<file path="config.mk">
export PLATFORM = sky130hd
export DESIGN_NAME = demux1x4_stream
export DESIGN_NICKNAME = d
export VERILOG_FILES = /design/src/rtl/demux_pkg.sv /design/src/rtl/stream_slot.sv /design/src/rtl/demux1x4_stream.sv
export SDC_FILE = /design/constraint.sdc
export NUM_CORES = 1
export LEC_CHECK = 0
export BUFFER_PORTS_ARGS = -buffer_cell sky130_fd_sc_hd__buf_4
export CAP_MARGIN = 10
export CORE_UTILIZATION = 25
export DETAILED_ROUTE_END_ITERATION = 7
export PLACE_DENSITY = 0.43
export RECOVER_POWER = 50
export SETUP_SLACK_MARGIN = 0.4
export SKIP_LAST_GASP = 1
export SLEW_MARGIN = 0
export SYNTH_ARGS = -nofsm -noshare
export SYNTH_HDL_FRONTEND = slang
export SYNTH_SLANG_ARGS = --single-unit
</file>
<file path="constraint.sdc">
create_clock -name clk -period 2.49 [get_ports clk]
set_clock_uncertainty 0.2 [all_clocks]
set_input_delay 0.249 -clock clk [delete_from_list [all_inputs] [get_ports clk]]
set_output_delay 0.249 -clock clk [all_outputs]
set_load 0.01 [all_outputs]
</file>
<file path="src/rtl/demux_pkg.sv">
// demux_pkg: shared types and constants for the 1-to-4 stream demultiplexer
package demux_pkg;
    localparam int NUM_CH = 4;
    localparam int SEL_W  = 2;
    typedef enum logic {IDLE, LOCKED} state_t;
    typedef logic [SEL_W-1:0] ch_t;
endpackage

</file>
<file path="src/rtl/stream_slot.sv">
// stream_slot: one-entry valid/ready holding register carrying data and last
module stream_slot #(
    parameter int DATA_W = 8
) (
    input  logic              clk,
    input  logic              rst,
    input  logic              load,
    input  logic [DATA_W-1:0] load_data,
    input  logic              load_last,
    input  logic              ready,
    output logic              valid,
    output logic [DATA_W-1:0] data,
    output logic              last,
    output logic              free
);
    assign free = ~valid | ready;
    // load wins over drain so a full slot can drain and refill in one cycle
    always_ff @(posedge clk) begin
        if (rst) begin
            valid <= 1'b0;
            data  <= '0;
            last  <= 1'b0;
        end else if (load) begin
            valid <= 1'b1;
            data  <= load_data;
            last  <= load_last;
        end else if (ready) begin
            valid <= 1'b0;
        end
    end
endmodule

</file>
<file path="src/rtl/demux1x4_stream.sv">
// demux1x4_stream: packet-aware registered 1-to-4 stream demultiplexer
module demux1x4_stream
    import demux_pkg::*;
#(
    parameter int DATA_W = 8,
    parameter int CNT_W  = 8
) (
    input  logic                     clk,
    input  logic                     rst,
    input  logic                     in_valid,
    output logic                     in_ready,
    input  logic [DATA_W-1:0]        in_data,
    input  logic [SEL_W-1:0]         in_sel,
    input  logic                     in_last,
    output logic [NUM_CH-1:0]        out_valid,
    input  logic [NUM_CH-1:0]        out_ready,
    output logic [NUM_CH*DATA_W-1:0] out_data,
    output logic [NUM_CH-1:0]        out_last,
    output logic [NUM_CH*CNT_W-1:0]  pkt_cnt,
    output logic                     busy
);
    state_t state, state_nx;
    ch_t lock_ch, active_ch;
    logic [NUM_CH-1:0] free, load;
    logic accept;
    logic [CNT_W-1:0] cnt [NUM_CH];

    assign active_ch = (state == IDLE) ? in_sel : lock_ch;
    assign in_ready  = ~rst & free[active_ch];
    assign accept    = in_valid & in_ready;

    for (genvar g = 0; g < NUM_CH; g++) begin : g_ch
        assign load[g] = accept && (active_ch == ch_t'(g));
        assign pkt_cnt[g*CNT_W +: CNT_W] = cnt[g];
        stream_slot #(.DATA_W(DATA_W)) u_slot (
            .clk       (clk),
            .rst       (rst),
            .load      (load[g]),
            .load_data (in_data),
            .load_last (in_last),
            .ready     (out_ready[g]),
            .valid     (out_valid[g]),
            .data      (out_data[g*DATA_W +: DATA_W]),
            .last      (out_last[g]),
            .free      (free[g])
        );
    end

    // state register; the channel is captured on the first beat of a packet
    always_ff @(posedge clk) begin
        if (rst) begin
            state   <= IDLE;
            lock_ch <= '0;
        end else begin
            state <= state_nx;
            if (accept && state == IDLE) lock_ch <= in_sel;
        end
    end

    // every accepted beat decides the next state purely from its last flag
    always_comb begin
        state_nx = accept ? (in_last ? IDLE : LOCKED) : state;
    end

    // busy flags an open packet
    always_comb begin
        busy = (state == LOCKED);
    end

    // completed-packet counters advance at the accept of a last beat
    always_ff @(posedge clk) begin
        if (rst) begin
            for (int i = 0; i < NUM_CH; i++) cnt[i] <= '0;
        end else if (accept && in_last) begin
            cnt[active_ch] <= cnt[active_ch] + 1'b1;
        end
    end
endmodule

</file>
**Yosys cells after proc, flatten, opt, wreduce, memory -nomap -nowiden**

Memory sizes are Yosys's and may differ from the RTL's.
Index checks and enable logic that the tools add are counted.
W data, S select, Z words.

- Register bits after elaboration: 43
- Memory bits (writable): 32
- Input bits: 18
- Output and inout port bits: 74
- Memories kept: 1

Memories:

| memory | depth | width | rd ports | clocked after Yosys merged registers in | write ports | RTL line | source |
|---|---|---|---|---|---|---|---|
| cnt | 4 | 8 | 5 | 0 | 4 | demux1x4_stream.sv:26 | `logic [CNT_W-1:0] cnt [NUM_CH];` |

- Add/subtract/negate cells: 1
- Magnitude comparators: 1
- Equality and inequality tests: 3
- Mux-type cells: 20
- Bitwise operators: 12
- Reduce and logical (&&, ||, !) cells: 12

Operator list:

| kind | number |
|---|---|
| $mux W1 | 16 |
| $add A8 B1 Y8 const B | 1 |
| $mux W8 | 1 |
| $reduce_bool A2 Y1 | 4 |
| $reduce_or A8 Y1 | 1 |
| $logic_and A1 B1 Y1 | 6 |
| $not A1 Y1 | 6 |
| $eq A2 B2 Y1 const B | 2 |
| $mux W2 | 2 |
| $or A1 B1 Y1 | 4 |
| $lt A2 B3 Y1 const B | 1 |
| $and A1 B1 Y1 | 2 |
| $bmux W1 S2 | 1 |
| $eq A2 B1 Y1 const B | 1 |
| $logic_not A2 Y1 | 1 |

**Longest topological paths before layout**

Gate-level depths: netlist of run 1.

- Depth after elaboration: 12
- Gate-level depth with buffers: 9
- Depth with buffers taken out: 6

**Modules after synthesis**

A second synthesis of run 1 with hierarchy kept.

- Cells, all modules: 299
- Area total of the unflattened synthesis: 3345.7 sq um

By module, submodules not included:

| module | times used | cells each | area an instance (sq um) | sequential area each (sq um) |
|---|---|---|---|---|
| demux1x4_stream | 1 | 167 | 1924.3 | 1021.0 |
| stream_slot | 4 | 33 | 355.3 | 200.2 |

**Worst setup path after synthesis of run 1**

OpenSTA, ideal clock, no wires.

- Kind: register -> register
- From: register state, in the netlist busy
- To: memory cnt[0][6] (data pin)
- Setup time: 0.263 ns
- Arrival time: 2.063 ns
- Required time: 2.027 ns
- Path slack: -0.037 ns
- Stages on the path, launching flop included: 9
- Path buffers: 2
- Period minus slack after synthesis: 2.527 ns
- Cell sequence: dfxtp_1 buf_6 mux2_4 buf_6 mux4_2 ha_1 nand4_1 xor2_1 nor2_1

RTL lines:

| element | RTL line | source |
|---|---|---|
| start, declared | demux1x4_stream.sv:22 | `state_t state, state_nx;` |
| start signal, assigned | demux1x4_stream.sv:55 | `state <= state_nx;` |
| end, declared | demux1x4_stream.sv:26 |  |

==> metrics.txt, run 1 <==
max layer used=met4; first-pass GRT wire length=14100 um; Max Fclk=between 0.4 and 0.5 GHz; maximum VDD drop=337 uV; footprint of the multi-input gates=0.00162 sq mm; hold path start=in_sel[0]; initial antenna violation count=0; Area contributors post-synth=edfxtp_1 (30%), dfxtp_1 (27%), mux2i_1 (12%); Gate Count Post-Synth=around 290; PortBufs=between 90 and 100; die height=around 120 um; largest area contributor in the netlist=edfxtp_1; Storage cell area=between 0.0015 and 0.002 sq mm; Area growth syn-to-layout=49.2%; met2 routed WL=4620 um; fraction of registers with async set/reset=0; Post-Syn Area=roughly 0.0032 sq mm; CTS root buf=clkbuf_16; Synth cell types=32; Worst-Margin Slew=542 ps; Core Rows=41; clock tree from TritonCTS=yes; Crit Path Category=reg -> reg; Top FF cell, synth=dfxtp_1; reg2reg end=cnt[3][3]; routed via count=2598; setup tns final=0 ps; vias in the first global route=2538; fin area=0.00484 sq mm; CTS sink cnt=75; Metal-1 WL=around 4100 um; setup slack at placement=73.6 ps; met3 wire len=778 um; worst hold path cell count=3; 1st-pass router iterations=4; drt total wl=9560 um; Power Density=616 mW/mm^2; top cell type's share of synthesized area=0.296; register area share after synthesis=0.562; status=finished clean; number of buffers created by CTS=9; Critical R2R Launch=busy; CTS max path bufs=2; First DRT Iteration DRCs=81; max-cap violations=0; RSZ-0062 raised after global routing=yes; H-tree Lvls=3; Worst Hold Class=in -> reg; most frequent cell after synthesis=nor2_1; WP data arrival=2230 ps; Critical path origin=busy; Slew headroom=0.638; Antenna Cells=0; filler instances=1329; Final Max Tran Viols=0; # IOs=92; crit share post-route=0.952; Hold WS=8.97 ps; fin crit period=2370 ps; die area=0.0134 sq mm; Crit. End Element=register; Yosys reg bits=between 70 and 80; Leak=1.82 nW; Layout Nets=435; Syn Nets=304; DP Area=0.00425 sq mm; EDFF count, synth=32; syn avg cell area=11.4 sq um; initial core utilization=0.257; DPL Wire Length=6240 um; largest net degree at the start of global routing=49; Clock Pin Slew Worst Setup and Hold Paths=60 ps; vias per cell=4.39; ANT nets after route=0; setup ws final=between 100 and 150 ps; Tot GR Track Use=0.142; Max FO, Critical Path=8; Post-synth top cells=nor2_1 (60), dfxtp_1 (43), mux2i_1 (38), edfxtp_1 (32), nand2_1 (19); Setup Viol. Count Final=0; R2R Setup Slk=120 ps; core area=0.0126 sq mm; Fin. Hold Viols=0; Clk Latency, worst-skew pair=330 ps; crit path launch type=register; gp weighted congestion=0.763; Reg2Reg Depth=7; layout cells sized above 1=0.312; global route overflow=0; Hold EP=lock_ch[0]; DRC=0; CP required=2350 ps; yosys warns=0; WL/cell=about 16 um; die width=116 um
cell families after synthesis:
group | synth area share
mux | 0.191
simple gates | 0.157
flops | 0.562
xor+xnor | 0.0135
fa+ha+maj | 0.00386
compound gates | 0.0286
buf+inv | 0.0440
placed cells by master (no fill, tap or decap), drive strengths merged:
master and n:
mux2 5, or3 1, edfxtp 32, xnor2 1, and3 4, mux4 8, and2 1, clkinvlp 1
clkinv 3, nand4 1, o21ai 2, nor3 4, nand3b 2, nand2b 11, buf 53, inv 4
nand2 19, clkbuf 87, o32a 1, dlygate4sd3 9, nor4b 1, a21oi 13, dfxtp 43, mux2i 38
nor4 2, xor2 4, nand3 5, nor2 60, o21a 1, ha 1, nor2b 3
routing by layer:
| metal | track usage | up-vias |
|---|---|---|
| li1 | - | 1250 |
| met1 | 0.172 | 1252 |
| met2 | 0.233 | 86 |
| met3 | 0.0575 | 10 |
| met4 | 0.0385 | 0 |
| met5 | 0 | - |
flip-flops by register name, indices dropped and copies added, names as in the netlist:
register           flops
lock_ch                2
cnt                   32
busy                   1
g_ch.u_slot.last       4
g_ch.u_slot.data      32
g_ch.u_slot.valid      4
through the flow:
stage                     cells  utilization  total power [W]
after floorplan             285            -          0.00159
after global placement      541        0.336          0.00175
after detailed placement    541        0.336          0.00175
after CTS                   580        0.383          0.00301
after global routing        592        0.383          0.00311
final                       592        0.383          0.00298
worst max-delay path by stage:
| stage | to | slack, ps | depth (start not counted) |
|---|---|---|---|
| 3_5_place_dp | cnt[2][2] | 70 | 5 |
| 4_1_cts | in_ready | 170 | 6 |
| 5_1_grt | cnt[3][1] | 50 | 7 |
| 2_1_floorplan | cnt[2][6] | 70 | 8 |
| 6_report | cnt[3][3] | 120 | 7 |
| 3_3_place_gp | cnt[1][2] | 80 | 5 |
worst max-delay path, stage by stage, from the launching register on:
cell and delay (ps):
dfxtp_4 360, mux2_4 370, buf_6 140, mux2_4 320, o21a_4 230, and3_4 210, nand2_1 130, nand2b_4 140
report_power, final:
part           total (W)  internal, W  switching (W)
Combinational   0.000434     0.000205       0.000229
Sequential       0.00136      0.00133      0.0000331
Clock            0.00118     0.000691       0.000491
Total            0.00298      0.00223       0.000753
what timing repair did:
| action | CTS | global route |
|---|---|---|
| buffers inserted | 15 | 8 |
| gates cloned | 0 | 4 |
| pin swaps | 15 | 17 |
| setup endpoints to repair | 88 | 105 |
| hold buffers | 9 | 0 |
| resized for setup | 22 | 49 |
| hold endpoints to repair | 32 | 0 |
area by class of cell:
class / instances / share of cell area
clock buffer: 10 / 0.0494
clock inverter: 5 / 0.00595
inverter: 3 / 0.00233
multi-input combinational: 188 / 0.334
sequential: 75 / 0.378
tap: 172 / 0.0445
timing repair buffer: 139 / 0.186
No activity file was read; power rests on OpenSTA's default activity.
==> inputs of run 2 (changes only) <==
CELL_PAD_IN_SITES_DETAIL_PLACEMENT = 2   (was default)
CELL_PAD_IN_SITES_GLOBAL_PLACEMENT = 2   (was default)
PLACE_DENSITY = 0.63   (was 0.43)
==> run 2 against run 1 <==
Against the previous run: clock-buffer cell count grew 2; largest cell class unchanged; global-route usage grew 3.1 points; critical path type unchanged; flip-flop and latch count is the same; via count grew 5.4%.
==> metrics.txt, run 2 (same netlist as run 1, synthesis figures left out) <==
First DRT Iteration DRCs=82; Max Fclk=between 0.4 and 0.5 GHz; max-cap violations=0; clock group share of total power=0.415; Net Sw Power=0.000832 W; DRC=0; setup slack at placement=3.30 ps; status=finished clean; CTS max path bufs=2; reg2reg end=cnt[0][6]; DPL Wire Length=around 7000 um; Critical R2R Launch=busy; largest net degree at the start of global routing=between 40 and 50; Reg2Reg Depth=6; Slew headroom=0.632; Tot GR Track Use=0.173; number of buffers created by CTS=9; vias per cell=4.55; Tot Pwr=~0.0032 W; Layout Nets=about 450; Antenna Cells=0; initial antenna violation count=0; Final Max Tran Viols=0; initial core utilization=0.257; Int Pwr=0.00235 W; die height=116 um; largest registers=cnt (32), g_ch.u_slot.data (32); crit share post-route=0.976; WL/cell=20.4 um; 1st-pass router iterations=4; RSZ-0062 raised after global routing=yes; global route overflow=0; Clk Latency, worst-skew pair=approximately 340 ps; core area=0.0126 sq mm; filler instances=1375; CTS sink cnt=75; Leak=1.92 nW; Crit Path Category=reg -> reg; PortBufs=91; Crit. End Element=register; Area growth syn-to-layout=56.8%; Core Rows=41; WP data arrival=approximately 2300 ps; Max FO, Critical Path=5; hold path start=out_ready[1]; CTS root buf=clkbuf_16; R2R Setup Slk=60 ps; drt total wl=12300 um; maximum VDD drop=304 uV; crit path launch type=register; commonest non-fill, non-tap cell in the layout=clkbuf_1; fin area=0.00508 sq mm; die area=0.0134 sq mm; # IOs=92; H-tree Lvls=3; worst hold path cell count=3; commonest cells after routing, fill and taps aside=clkbuf_1 (73), nor2_1 (56), buf_4 (42); Setup Viol. Count Final=0; Power Density=627 mW/mm^2; layout cells sized above 1=0.342; gp weighted congestion=0.753; clock tree from TritonCTS=yes; combinational share of power=0.156; first-pass GRT wire length=between 15000 and 20000 um; die width=between 100 and 150 um; vias in the first global route=2876; switch share=0.261; setup ws final=59.7 ps; DP Area=0.00423 sq mm; Fin. Hold Viols=0; fin crit period=2430 ps; Worst Hold Class=in -> reg; CP required=2380 ps; Clock Pin Slew Worst Setup and Hold Paths=~60 ps; Worst-Margin Slew=552 ps; ANT nets after route=0; routed via count=roughly 2700; Reg power frac=0.429; Hold EP=g_ch[1].u_slot.valid
run 2: stage by stage:
stage,util,std cells,hold slack [ps],setup TNS [ps]
detailed placement,0.335,540,258,0
CTS,0.398,586,46.7,0
global placement,0.335,540,251,0
global route,0.403,602,90.2,-7.72
finish,0.403,602,82.8,0
floorplan,-,285,193,0
run 2: critical path, stage by stage, from the launching register on:
cell	delay, ps
dfxtp_4	400
mux2_4	380
mux4_2	490
ha_4	210
nand4_1	130
xor2_2	260
nor2_1	100
run 2: per-layer routing:
| metal | wire [um] | share of wire | track usage | vias up |
|---|---|---|---|---|
| met5 | 0 | 0 | 0 | - |
| met4 | 225 | 0.018 | 0.0607 | 0 |
| met3 | 716 | 0.058 | 0.0601 | 14 |
| met2 | 6340 | 0.52 | 0.294 | 79 |
| met1 | 4990 | 0.41 | 0.202 | 1365 |
| li1 | - | - | - | 1279 |
run 2: worst max path at each step:
stage / startpoint / to / slack [ps] / cells after the start
after floorplan: busy / cnt[2][6] / 70 / 8
after global placement: busy / cnt[0][2] / 50 / 5
after detailed placement: busy / cnt[0][2] / 3 / 5
after CTS: busy / cnt[0][6] / 160 / 6
after global routing: busy / cnt[0][6] / -8 / 6
final: busy / cnt[0][6] / 60 / 6
run 2: timing repair:
action / 4_1_cts / 5_1_grt
resized for setup: 46 / 40
buffers inserted: 17 / 15
endpoints found under the setup margin: 98 / 103
hold buffers: 10 / 0
gates cloned: 4 / 1
endpoints found under the hold margin: 32 / 0
pin swaps: 16 / 24
run 2: final cells by class:
class	instances	area [sq um]	share of cell area
Tap cell	172	215	0.0423
Clock inverter	3	18.8	0.00369
Clock buffer	12	279	0.0549
Timing Repair Buffer	148	1040	0.205
Sequential cell	75	1830	0.359
Multi-Input combinational cell	189	1690	0.333
Inverter	3	11.3	0.00222
run 2: power by group through the flow:
stage                     clock network (W)  registers (W)  logic [W]
after global routing                0.00139        0.00137   0.000529
final                               0.00132        0.00137   0.000496
after floorplan                           0        0.00140   0.000195
after CTS                           0.00135        0.00137   0.000463
after global placement                    0        0.00139   0.000361
after detailed placement                  0        0.00139   0.000368
